**src/rtl/mem_exec_unit.sv**
```systemverilog
// Memory execute stage: issues one load/store per packet to the data-memory
// port, aligns and extends load data, and reports completion on a CDB output.
module mem_exec_unit #(
    parameter int PHYS_WIDTH     = 6,
    parameter int ROB_ADDR_WIDTH = 4
) (
    input  logic                      clk,
    input  logic                      rst,
    input  logic                      br_flush,
    input  logic                      pkt_valid,
    input  logic                      pkt_is_store,
    input  logic [2:0]                pkt_funct3,
    input  logic [31:0]               pkt_rs1_data,
    input  logic [31:0]               pkt_rs2_data,
    input  logic [31:0]               pkt_imm,
    input  logic [PHYS_WIDTH-1:0]     pkt_rd_paddr,
    input  logic [ROB_ADDR_WIDTH-1:0] pkt_rob_idx,
    output logic                      stall_mem,
    output logic [31:0]               dmem_addr,
    output logic [3:0]                dmem_rmask,
    output logic [3:0]                dmem_wmask,
    output logic [31:0]               dmem_wdata,
    input  logic [31:0]               dmem_rdata,
    input  logic                      dmem_resp,
    output logic                      cdb_valid,
    output logic [PHYS_WIDTH-1:0]     cdb_rd_paddr,
    output logic [ROB_ADDR_WIDTH-1:0] cdb_rob_idx,
    output logic [31:0]               cdb_data,
    output logic                      cdb_is_store
);
    typedef enum logic [1:0] {S_IDLE, S_REQ, S_WAIT, S_DRAIN} state_t;

    state_t                    state;
    logic [31:0]               ea;
    logic [31:0]               st_data;
    logic [3:0]                lane_mask;
    logic                      legal;
    logic                      is_store_q;
    logic                      legal_q;
    logic [2:0]                funct3_q;
    logic [1:0]                ea_lo_q;
    logic [PHYS_WIDTH-1:0]     rd_q;
    logic [ROB_ADDR_WIDTH-1:0] rob_q;
    logic                      cdb_valid_q;
    logic [7:0]                byte_src;
    logic [15:0]               half_src;
    logic [31:0]               ld_data;

    always_comb begin
        ea        = pkt_rs1_data + pkt_imm;
        lane_mask = '0;
        st_data   = '0;
        legal     = 1'b0;
        case (pkt_funct3)
            3'b000: begin
                legal     = 1'b1;
                lane_mask = 4'b0001 << ea[1:0];
                st_data   = {24'h0, pkt_rs2_data[7:0]} << {ea[1:0], 3'b000};
            end
            3'b001: begin
                legal     = 1'b1;
                lane_mask = 4'b0011 << ea[1:0];
                st_data   = {16'h0, pkt_rs2_data[15:0]} << {ea[1], 4'b0000};
            end
            3'b010: begin
                legal     = 1'b1;
                lane_mask = 4'b1111;
                st_data   = pkt_rs2_data;
            end
            3'b100:  begin legal = !pkt_is_store; lane_mask = 4'b0001 << ea[1:0]; end
            3'b101:  begin legal = !pkt_is_store; lane_mask = 4'b0011 << ea[1:0]; end
            default: legal = 1'b0;
        endcase
        if (!legal) lane_mask = '0;
    end

    always_comb begin
        byte_src = 8'(dmem_rdata >> {ea_lo_q, 3'b000});
        half_src = 16'(dmem_rdata >> {ea_lo_q[1], 4'b0000});
        case (funct3_q)
            3'b000:  ld_data = {{24{byte_src[7]}}, byte_src};
            3'b100:  ld_data = {24'h0, byte_src};
            3'b001:  ld_data = {{16{half_src[15]}}, half_src};
            3'b101:  ld_data = {16'h0, half_src};
            3'b010:  ld_data = dmem_rdata;
            default: ld_data = '0;
        endcase
    end

    assign stall_mem = (state != S_IDLE);
    // A flush also kills a completion already sitting on the CDB this cycle.
    assign cdb_valid = cdb_valid_q && !br_flush;

    always_ff @(posedge clk or negedge rst) begin
        if (!rst) begin
            state        <= S_IDLE;
            is_store_q   <= 1'b0;
            legal_q      <= 1'b0;
            funct3_q     <= '0;
            ea_lo_q      <= '0;
            rd_q         <= '0;
            rob_q        <= '0;
            dmem_addr    <= '0;
            dmem_rmask   <= '0;
            dmem_wmask   <= '0;
            dmem_wdata   <= '0;
            cdb_valid_q  <= 1'b0;
            cdb_rd_paddr <= '0;
            cdb_rob_idx  <= '0;
            cdb_data     <= '0;
            cdb_is_store <= 1'b0;
        end else begin
            dmem_addr    <= '0;
            dmem_rmask   <= '0;
            dmem_wmask   <= '0;
            dmem_wdata   <= '0;
            cdb_valid_q  <= 1'b0;
            cdb_rd_paddr <= '0;
            cdb_rob_idx  <= '0;
            cdb_data     <= '0;
            cdb_is_store <= 1'b0;
            case (state)
                S_IDLE: begin
                    if (pkt_valid && !br_flush) begin
                        is_store_q <= pkt_is_store;
                        legal_q    <= legal;
                        funct3_q   <= pkt_funct3;
                        ea_lo_q    <= ea[1:0];
                        rd_q       <= pkt_rd_paddr;
                        rob_q      <= pkt_rob_idx;
                        if (legal) begin
                            dmem_addr <= {ea[31:2], 2'b00};
                            if (pkt_is_store) begin
                                dmem_wmask <= lane_mask;
                                dmem_wdata <= st_data;
                            end else begin
                                dmem_rmask <= lane_mask;
                            end
                        end
                        state <= S_REQ;
                    end
                end
                S_REQ: begin
                    if (!legal_q) begin
                        state <= S_IDLE;
                        if (!br_flush) begin
                            cdb_valid_q  <= 1'b1;
                            cdb_rd_paddr <= is_store_q ? '0 : rd_q;
                            cdb_rob_idx  <= rob_q;
                            cdb_is_store <= is_store_q;
                        end
                    end else begin
                        state <= br_flush ? S_DRAIN : S_WAIT;
                    end
                end
                S_WAIT: begin
                    if (dmem_resp) begin
                        state <= S_IDLE;
                        if (!br_flush) begin
                            cdb_valid_q  <= 1'b1;
                            cdb_rd_paddr <= is_store_q ? '0 : rd_q;
                            cdb_rob_idx  <= rob_q;
                            cdb_data     <= is_store_q ? '0 : ld_data;
                            cdb_is_store <= is_store_q;
                        end
                    end else if (br_flush) begin
                        state <= S_DRAIN;
                    end
                end
                S_DRAIN: begin
                    if (dmem_resp) state <= S_IDLE;
                end
                default: state <= S_IDLE;
            endcase
        end
    end
endmodule

```
**config.mk**
```make
export PLATFORM = sky130hd
export DESIGN_NAME = mem_exec_unit
export DESIGN_NICKNAME = d
export VERILOG_FILES = /design/src/rtl/mem_exec_unit.sv
export SDC_FILE = /design/constraint.sdc
export NUM_CORES = 1
export LEC_CHECK = 0
export ABC_AREA = 1
export CAP_MARGIN = 30
export CORE_ASPECT_RATIO = 1.4
export CORE_MARGIN = 1
export CORE_UTILIZATION = 45
export DETAILED_ROUTE_END_ITERATION = 8
export PLACE_DENSITY = 0.83
export RECOVER_POWER = 100
export SKIP_LAST_GASP = 1
export SYNTH_ARGS = -nofsm -noshare
export SYNTH_HDL_FRONTEND = slang
export SYNTH_SLANG_ARGS = --single-unit
```
**constraint.sdc**
```tcl
create_clock -name clk -period 2.7 [get_ports clk]
set_input_delay 0.405 -clock clk [delete_from_list [all_inputs] [get_ports clk]]
set_output_delay 0.405 -clock clk [all_outputs]
set_load 0.02 [all_outputs]
```
==> flow_summary.toml <==
[grt]
grt_usage_pct = 28.61
grt_max_degree = 65
grt.overflow.total = 0
grt_pass1_wl_um = 39270
grt_pass1_vias = 8033
antenna_found_initial = 0

[setup_path]
timing.critical_path.mode_cell = "inv_1"
required_ns = 2.30
r2r_setup_slack_ns = 0.38
r2r-end = "dmem_addr[8]$_DFF_PN0_"
max_stage_delay_ns = 0.70
path_max_fanout = 4
crit_chain = "inv_1 > ha_1 > inv_1 > dlygate4sd3_1"
critPathLaunchType = "register"
startpoint = "state[0]$_DFFE_PN0P_"
r2r_cells = 10
critPathBufInv = 3
crit_type = "register to output port"
crit_family = "buffers and inverters"
cp.arrival_ns = 1.92
path_depth = 4
slowest_stage = "dlygate4sd3_1"
timing.rr.start = "state[1]$_DFFE_PN0P_"
setup.worst_path.end = "stall_mem"
crit_path_end_kind = "output port"

[layout]
diodes = 0
nets = 1538
area_growth_pct = 44.27
final_cell_mix = "nand2_1, inv_1, clkdlybuf4s50_1, dfrtp_1, dlygate4sd3_1"
drive_gt1_share_pct = 5.117
layout_commonest_cell = "nand2_1"

[clocking]
clockBufferDepth = 2
cts_tree = "yes"
cts_resized = 0
cts_setup_buffers = 0
cts_buffers = 17
clkSinkCount = 133
hold_buffers = 1
clockRootBuffer = "clkbuf_16"
clk-insertion-delay-late_ns = 0.41
clk_transition_reported_paths_ns = 0.06
htree_levels = 4

[yosys]
synth_ff_type = "dfrtp_1"
avgSynthCellArea_um2 = 7.288
synth_area_um2 = 7849
synth-seq-cells = 133
ys_seq_area_share_pct = 42.40
synth_warnings = 0
synth_enable_flop_cells = 0
synthArstFlopShare_pct = 100.0
syn_inst = 1077
synthDistinctLibCells = 46

[routing]
drt_iter0_drc = 568
drc = 0
via_count = 8125
viasPerCell = 5.078
firstDrtPassIters = 5
wirelength_um = 25150
antenna_left = 0
drt-wirelength-per-cell_um = 15.72

[placed_design]
io_buffers = 261
pre_cts_ws_ns = 0.08708
dp_hpwl_um = 19820
place_congestion = 0.9614

[power_and_ir_drop]
power.density_nw_per_um2 = 611.9
p_leak_nw = 6.164
vdd_drop_max_v = 0.0003435

[floorplan]
start_util_pct = 46.48
rows = 56
die-area_um2 = 17980
die_w_um = 113.6
core_area_um2 = 16890
ios = 264
die_h_um = 158.3

[timing]
finalSetupTns_ns = 0
max_freq_mhz = 429.8
rsz0062_at_grt = "false"
clock_skew_ns = 0.01297
setup_slack_ns = 0.3735
post-route-period-util_pct = 86.17
worst_pin_slew_ns = 1.590
fin_crit_ns = 2.326
slew_violations = 64
hold_violations = 0
slew_headroom_pct = -5.987
finalSetupViolCount = 0

[run_status]
violations = "max-capacitance violations, max-slew violations"
outcome = "finished with violations"

[min_path]
min_path_type = "register to register"
hp-start = "rd_q[3]$_DFFE_PN0P_"

[job]
max_cap_violations = 1
==> worst min path at each step <==
| stage | endpoint | slack [ns] | cells after the start |
|---|---|---|---|
| 2_1_floorplan | cdb_data[0]$_DFF_PN0_ | 0.11 | 0 |
| 3_3_place_gp | dmem_wdata[13]$_DFF_PN0_ | 0.42 | 1 |
| 3_5_place_dp | dmem_wdata[13]$_DFF_PN0_ | 0.42 | 1 |
| 4_1_cts | cdb_rd_paddr[3]$_DFF_PN0_ | 0.48 | 2 |
| 5_1_grt | cdb_rob_idx[0]$_DFF_PN0_ | 0.51 | 2 |
| 6_report | cdb_rd_paddr[3]$_DFF_PN0_ | 0.48 | 2 |
==> power breakdown <==
| part | total, mW | switching, mW | internal (mW) | leakage, nW |
|---|---|---|---|---|
| logic | 2.28 | 1.43 | 0.849 | 4.06 |
| registers | 2.29 | 0.0954 | 2.20 | 1.82 |
| clock network | 2.36 | 0.967 | 1.39 | 0.282 |
==> registers in the layout, summed over array words and instances (netlist names) <==
name	count
cdb_data	32
cdb_is_store	1
cdb_rd_paddr	6
cdb_rob_idx	4
cdb_valid_q	1
dmem_addr	30
dmem_rmask	4
dmem_wdata	32
dmem_wmask	4
ea_lo_q	2
funct3_q	3
is_store_q	1
legal_q	1
rd_q	6
rob_q	4
state	2
==> per-stage QoR <==
stage               power, mW  cell area, µm²  hold slack (ns)  utilization [%]  cells
finish                  6.928           11320           0.4798            67.06   1600
CTS                     7.028           11400           0.4831            67.51   1600
detailed placement      4.648           10790           0.4212            63.92   1567
floorplan               3.793            7853           0.1094                -   1078
global placement        4.602           10790           0.4184            63.92   1567
global route            7.312           11320           0.5136            67.06   1600
==> cells in the mapped netlist, types with 3 or more instances <==
| library cell | instances | area share, % |
|---|---|---|
| a21oi_1 | 53 | 3.4 |
| o21bai_1 | 3 | 0.29 |
| a32o_1 | 8 | 1.0 |
| nand2_1 | 327 | 16 |
| o21ai_0 | 41 | 2.6 |
| dfrtp_1 | 133 | 42 |
| nand4_1 | 5 | 0.40 |
| nor2_1 | 113 | 5.4 |
| nor2_2 | 4 | 0.32 |
| a31oi_1 | 7 | 0.56 |
| and2_1 | 5 | 0.40 |
| nor3_1 | 21 | 1.3 |
| buf_2 | 7 | 0.45 |
| inv_1 | 188 | 9.0 |
| nand3_1 | 34 | 2.2 |
| nor2_4 | 3 | 0.43 |
| a21oi_2 | 10 | 1.1 |
| a32oi_1 | 8 | 0.89 |
| buf_4 | 3 | 0.29 |
| inv_2 | 7 | 0.33 |
| nor4_1 | 8 | 0.64 |
| o311ai_0 | 5 | 0.56 |
| ha_1 | 35 | 5.6 |
| o31ai_1 | 8 | 0.77 |
| clkbuf_1 | 12 | 0.57 |
==> cells by family (layout without fill, tap and decap cells) <==
group	Yosys count	count (layout)	synth area share (%)
buf+inv	220	510	10.97
compound gates	156	156	12.66
flops	133	133	42.40
xor+xnor	3	3	0.3348
mux	2	2	0.2551
other cells	1	2	0.04778
simple gates	526	526	27.50
fa+ha+maj	36	36	5.835
==> metal layers <==
layer	wire length (µm)	track usage, %	up-vias
li1	-	-	3950
met3	1701	5.177	82
met1	8959	29.82	3700
met2	13010	53.19	393
met4	1472	17.23	0
met5	0	0	-
==> tightest hold or removal path, cell delays in order (launching register included) <==
cell	delay, ns
dfrtp_1	0.32
inv_1	0.04
nor2_1	0.08
==> area by class of cell <==
cell class                 count  area [µm²]
clock buffer                  18       429.2
timing repair buffer         282        2758
clock inverter                14       166.4
tap                          232       290.3
inverter                     196       735.7
multi-input combinational    725        3616
sequential                   133        3328
fill                        1395        5563
(Power assumes the default switching activity.)
